===== src/rtl/pulse_gate_gen_if.sv =====
// pulse_gate_gen_if: trigger-side inputs and gate-side outputs of the pulse
// gate generator. The master drives triggers; the slave (the generator)
// returns the gate level and status pulses.
interface pulse_gate_gen_if #(
  parameter int LEN_W = 8
);
  logic             trig;
  logic [LEN_W-1:0] len;
  logic             retrig_en;
  logic             gate;
  logic             gate_start;
  logic             busy;
  logic             dropped;

  modport master (
    output trig, len, retrig_en,
    input  gate, gate_start, busy, dropped
  );

  modport slave (
    input  trig, len, retrig_en,
    output gate, gate_start, busy, dropped
  );
endinterface


===== src/rtl/pulse_gate_gen.sv =====
// pulse_gate_gen: turns single-cycle trigger events into a held gate of
// programmable length, followed by a forced low gap of GAP cycles so that
// downstream edge detectors always see distinct presses.
// Optional macro PULSE_GATE_QUEUE_EN: triggers that arrive while a gate
// cannot accept them are counted and replayed as new gates after the gap.
// Without the macro every non-accepted trigger is discarded with a pulse on
// dropped.
module pulse_gate_gen #(
  parameter int LEN_W = 8,
  parameter int GAP   = 2,
  parameter int Q_W   = 2
) (
  input  logic clk,
  input  logic reset,
  pulse_gate_gen_if.slave bus
);

  localparam int GAP_W = (GAP > 1) ? $clog2(GAP) : 1;
  localparam logic [GAP_W-1:0] GAP_LOAD = GAP_W'(GAP - 1);

  typedef enum logic [1:0] {
    S_IDLE,
    S_GATE,
    S_GAP
  } state_t;

  state_t           r_state;
  logic [LEN_W-1:0] r_cnt;       // gate cycles still to go after the current one
  logic [GAP_W-1:0] r_gap_cnt;   // gap cycles still to go after the current one
  logic [Q_W-1:0]   r_pend;      // triggers waiting for a gate (stays 0 without the queue)
  logic             r_gate;
  logic             r_gate_start;
  logic             r_busy;
  logic             r_dropped;

  logic [LEN_W-1:0] w_load;
  logic             w_nonacc;
  logic             w_q_full;
  logic             w_q_inc;
  logic             w_drop;
  logic             w_launch;

  // A length of 0 behaves as 1; the counter holds remaining cycles, so load L-1.
  assign w_load = (bus.len == '0) ? '0 : bus.len - 1'b1;

  // Triggers that cannot start or extend a gate right now.
  assign w_nonacc = bus.trig &&
                    (((r_state == S_GATE) && !bus.retrig_en) || (r_state == S_GAP));

`ifdef PULSE_GATE_QUEUE_EN
  assign w_q_full = &r_pend;
`else
  // No queue: treat it as permanently full so every non-accepted trigger drops.
  assign w_q_full = 1'b1;
`endif

  assign w_q_inc  = w_nonacc && !w_q_full;
  assign w_drop   = w_nonacc && w_q_full;
  // Leave the gap straight into a new gate when a trigger is waiting.
  assign w_launch = (r_state == S_GAP) && (r_gap_cnt == '0) && (r_pend != '0);

  // Pending-trigger counter: +1 per queued trigger, -1 per replayed gate.
  always_ff @(posedge clk) begin
    if (reset) begin
      r_pend <= '0;
    end else begin
      r_pend <= r_pend + Q_W'(w_q_inc) - Q_W'(w_launch);
    end
  end

  // Gate FSM with registered gate/status outputs.
  always_ff @(posedge clk) begin
    if (reset) begin
      r_state      <= S_IDLE;
      r_cnt        <= '0;
      r_gap_cnt    <= '0;
      r_gate       <= 1'b0;
      r_gate_start <= 1'b0;
      r_busy       <= 1'b0;
      r_dropped    <= 1'b0;
    end else begin
      r_gate_start <= 1'b0;
      r_dropped    <= w_drop;
      case (r_state)
        S_IDLE: begin
          if (bus.trig) begin
            r_state      <= S_GATE;
            r_cnt        <= w_load;
            r_gate       <= 1'b1;
            r_gate_start <= 1'b1;
            r_busy       <= 1'b1;
          end
        end
        S_GATE: begin
          if (bus.trig && bus.retrig_en) begin
            // Reload counts from this cycle; no new gate_start, no low cycle.
            r_cnt <= w_load;
          end else if (r_cnt == '0) begin
            r_state   <= S_GAP;
            r_gate    <= 1'b0;
            r_gap_cnt <= GAP_LOAD;
          end else begin
            r_cnt <= r_cnt - 1'b1;
          end
        end
        S_GAP: begin
          if (r_gap_cnt == '0) begin
            if (w_launch) begin
              r_state      <= S_GATE;
              r_cnt        <= w_load;
              r_gate       <= 1'b1;
              r_gate_start <= 1'b1;
            end else begin
              r_state <= S_IDLE;
              r_busy  <= 1'b0;
            end
          end else begin
            r_gap_cnt <= r_gap_cnt - 1'b1;
          end
        end
        default: begin
          r_state <= S_IDLE;
          r_gate  <= 1'b0;
          r_busy  <= 1'b0;
        end
      endcase
    end
  end

  assign bus.gate       = r_gate;
  assign bus.gate_start = r_gate_start;
  assign bus.busy       = r_busy;
  assign bus.dropped    = r_dropped;

endmodule

===== src/flat_wrapper.sv =====
// flat-port wrapper written by rule: the top's interface ports become plain ports
module pulse_gate_gen_flat 
#(
  parameter int LEN_W = 8,
  parameter int GAP   = 2,
  parameter int Q_W   = 2
)
  (clk, reset, bus_trig, bus_len, bus_retrig_en, bus_gate, bus_gate_start, bus_busy, bus_dropped);
  pulse_gate_gen_if #(.LEN_W(LEN_W)) bus_i ();
  input  logic clk;
  input  logic reset;
  input wire logic [$bits(bus_i.trig)-1:0] bus_trig;
  input wire logic [$bits(bus_i.len)-1:0] bus_len;
  input wire logic [$bits(bus_i.retrig_en)-1:0] bus_retrig_en;
  output wire logic [$bits(bus_i.gate)-1:0] bus_gate;
  output wire logic [$bits(bus_i.gate_start)-1:0] bus_gate_start;
  output wire logic [$bits(bus_i.busy)-1:0] bus_busy;
  output wire logic [$bits(bus_i.dropped)-1:0] bus_dropped;
  assign bus_i.trig = bus_trig;
  assign bus_i.len = bus_len;
  assign bus_i.retrig_en = bus_retrig_en;
  assign bus_gate = bus_i.gate;
  assign bus_gate_start = bus_i.gate_start;
  assign bus_busy = bus_i.busy;
  assign bus_dropped = bus_i.dropped;
  pulse_gate_gen #(.LEN_W(LEN_W), .GAP(GAP), .Q_W(Q_W)) u_core (.clk(clk), .reset(reset), .bus(bus_i));
endmodule

===== config.mk =====
export PLATFORM = sky130hd
export DESIGN_NAME = pulse_gate_gen_flat
export DESIGN_NICKNAME = d
export VERILOG_FILES = /design/src/rtl/pulse_gate_gen_if.sv /design/src/rtl/pulse_gate_gen.sv /design/src/flat_wrapper.sv
export SDC_FILE = /design/constraint.sdc
export NUM_CORES = 1
export LEC_CHECK = 0
export BUFFER_PORTS_ARGS = -buffer_cell sky130_fd_sc_hd__buf_4
export CORE_UTILIZATION = 30
export CTS_CLUSTER_DIAMETER = 120
export DETAILED_ROUTE_END_ITERATION = 10
export PLACE_DENSITY_LB_ADDON = 0.08
export SKIP_CTS_REPAIR_TIMING = 1
export SLEW_MARGIN = 20
export SYNTH_ARGS = -nofsm -noshare
export SYNTH_HDL_FRONTEND = slang
export SYNTH_SLANG_ARGS = --single-unit

===== constraint.sdc =====
create_clock -name clk -period 2.1 [get_ports clk]
set_clock_uncertainty 0.15 [all_clocks]
set_input_delay 0.525 -clock clk [delete_from_list [all_inputs] [get_ports clk]]
set_output_delay 0.525 -clock clk [all_outputs]
set_load 0.1 [all_outputs]

==> impl_metrics.toml <==
[global_route]
grt_remaining_overflow = 0
track_usage_pct = 15.6
use_met2_pct = 23.3
grt_pass1_wl_mm = 4.37
top_usage_layer = "met2"
grtUsageMet3_pct = 3.99
grt_start_max_net_pins = 14
grt_pass1_vias = 913
met1_usage_pct = 22.4
antenna_found_initial = 0

[timing]
max_slew_margin_pct = 73.6
final_hold_viol_count = 0
period_share_pct = 93.1
fmax_mhz = 512
setup_viol = 0
tightestPinTransition_ns = 0.393
post-route-min-period_ns = 1.96
drv_slew = 0
tns_ns = 0
rsz0062_at_grt = "no"

[yosys]
ys_warn_count = 0
seq_area_frac_synth_pct = 31.9
syn_area_um2 = 1070
async_flop_share_pct = 0
synth_seq_cells = 17
yosys.area.top_type = "dfxtp_1"
yosysMostFrequentCell = "dfxtp_1"
synth_edf_count = 0
yosys-top-cells-count = "17 x dfxtp_1, 14 x nor2_1, 11 x a21oi_1, 10 x nor3_1"
synth_cell_types = 44
synth_area_leaders = "dfxtp_1 32%, ha_1 5.9%, a21oi_1 5.2%, nor2_1 4.9%, nor3_1 4.7%"
syn_area_per_cell_um2 = 8.08
synth_nets = 149
yosys.area.top_type_share_pct = 31.9
yosys_most_used_dff = "dfxtp_1"
syn_inst = 132

[clock_network]
cts_sinks = 17
clock-root-buffer = "clkbuf_4"
clock_latency_ns = 0.29
clockBufferDepth = 2
cts-htree-levels = 1
cts_tree = "yes"
path_clk_slew_ns = 0.11
numCtsBuffers = 3

[power_and_ir_drop]
p_per_area_nw_per_um2 = 726
p_leak_uw = 0.000522
swShare_pct = 38.4
combPwrFrac_pct = 38.5
power_frac_seq_pct = 42.8
clock_power_share_pct = 18.7
p_int_uw = 578
p_sw_uw = 360
peakVddDrop_mv = 0.410

[placement]
numPortBuffers = 15
place_congestion = 0.798
dp.final_hpwl_mm = 1.94

[floorplanning]
core_area_um2 = 3360
die_area_um2 = 3800
die_w_um = 61.6
die_h_um = 61.6
start_util_pct = 31.7
num_rows = 21
io_pins = 16

[final_layout]
fin_nets = 171
diodes = 0
area_delta_synth_final_pct = 21.1
final_util_pct = 38.4
drive_above_1_share_pct = 20.9

[drt]
drtPass1Iterations = 4
initialDrtViolationCount = 29
ant_nets = 0
dr_total_vias = 1024
drc = 0
finalWirelength_mm = 2.55
wl_per_cell_um = 12.8
via_per_inst = 5.15

[setup_path]
slowest_stage = "or3b_2"
arrival_ns = 2.04
crit_type = "reg2reg"
cp-start-kind = "register"
worstPathMaxFanout = 4
cpPeakStageDelay_ns = 0.51
cp-end-kind = "register"
cp_data_required_time_ns = 2.19
path_cells = "inv_1 > ha_1 > or3b_2 > nor4_1 > nor2_1 > a21oi_1 > a32o_1"

[flow_run]
cap_violations = 0

[run_status]
status = "finished, final reports clean"

[hold_path]
hold_path.class = "in2reg"
-- layout by cell type, fill, tap and decap left out, types with 2 or more instances in the layout --
cell and instances:
o21bai_1 2, buf_4 21, nor2_1 14, clkbuf_4 3, nor3_1 10, a32o_1 4, nor4_1 4, nor3b_1 4
o21ai_0 7, or4_1 3, a21oi_1 11, nand2_1 8, dfxtp_1 17, xnor2_1 4, ha_1 5, inv_1 8
-- critical path: cells and delay by family, from the launching register on --
kind	cells	cell delay [ns]
DFF	1	0.34
adders and majority gates	1	0.19
buffers and inverters	1	0.10
AOI/OAI and AO/OA	2	0.33
and+or+nand+nor	3	0.81
-- stage by stage --
stage | hold WS (ns) | setup slack [ns] | area (µm²) | cells | power, µW
finish | 0.345 | 0.145 | 1290 | 199 | 938
global route | 0.341 | 0.00218 | 1290 | 199 | 1010
CTS | 0.338 | 0.123 | 1290 | 199 | 947
detailed placement | 0.334 | 0.0628 | 1260 | 195 | 766
global placement | 0.331 | 0.0798 | 1260 | 195 | 765
floorplan | 0.305 | 0.196 | 1070 | 132 | 662
-- flip-flops by register name, indices dropped and copies added (netlist names) --
signal                 flops
u_core.bus.busy            1
u_core.r_cnt               8
u_core.bus.gate_start      1
u_core.r_pend              2
u_core.bus.gate            1
u_core.r_gap_cnt           1
u_core.r_state             2
u_core.bus.dropped         1
-- power groups by stage --
stage | Sequential [µW] | Combinational, µW | Clock, µW
3_5_place_dp | 408 | 358 | 0
5_1_grt | 408 | 400 | 204
4_1_cts | 400 | 360 | 187
2_1_floorplan | 446 | 216 | 0
3_3_place_gp | 407 | 358 | 0
6_report | 401 | 361 | 176
-- path summary, 6_finish.rpt --
check	from	to	slack, ns	cells after the start
max reg2reg	u_core.r_cnt[0]	u_core.r_cnt[6]	0.14	7
max	u_core.r_cnt[0]	u_core.r_cnt[6]	0.14	7
min	bus_trig	u_core.bus.dropped	0.34	2
min reg2reg	u_core.r_cnt[7]	u_core.r_cnt[7]	0.35	2
-- metal layers --
metal / routed length, µm / vias to the layer above
met1: 1290 / 472
met2: 1150 / 17
met4: 46 / 0
met5: 0 / -
li1: - / 529
met3: 63 / 6
-- cells by family after synthesis --
| group | Yosys count | synth area share, % |
|---|---|---|
| flops | 17 | 31.9 |
| compound gates | 33 | 21.1 |
| fa+ha+maj | 5 | 5.87 |
| buf+inv | 12 | 4.34 |
| mux | 1 | 0.939 |
| xor+xnor | 5 | 4.11 |
| simple gates | 59 | 31.7 |
-- layout make-up --
type / count / area, µm²
fillers: 382 / 2070
multi-input cells: 103 / 679
repair buffers: 21 / 158
clock buffers: 4 / 26.3
inverters: 8 / 30.0
flip-flops and latches: 17 / 340
well taps: 46 / 57.6
(Power assumes the default switching activity.)
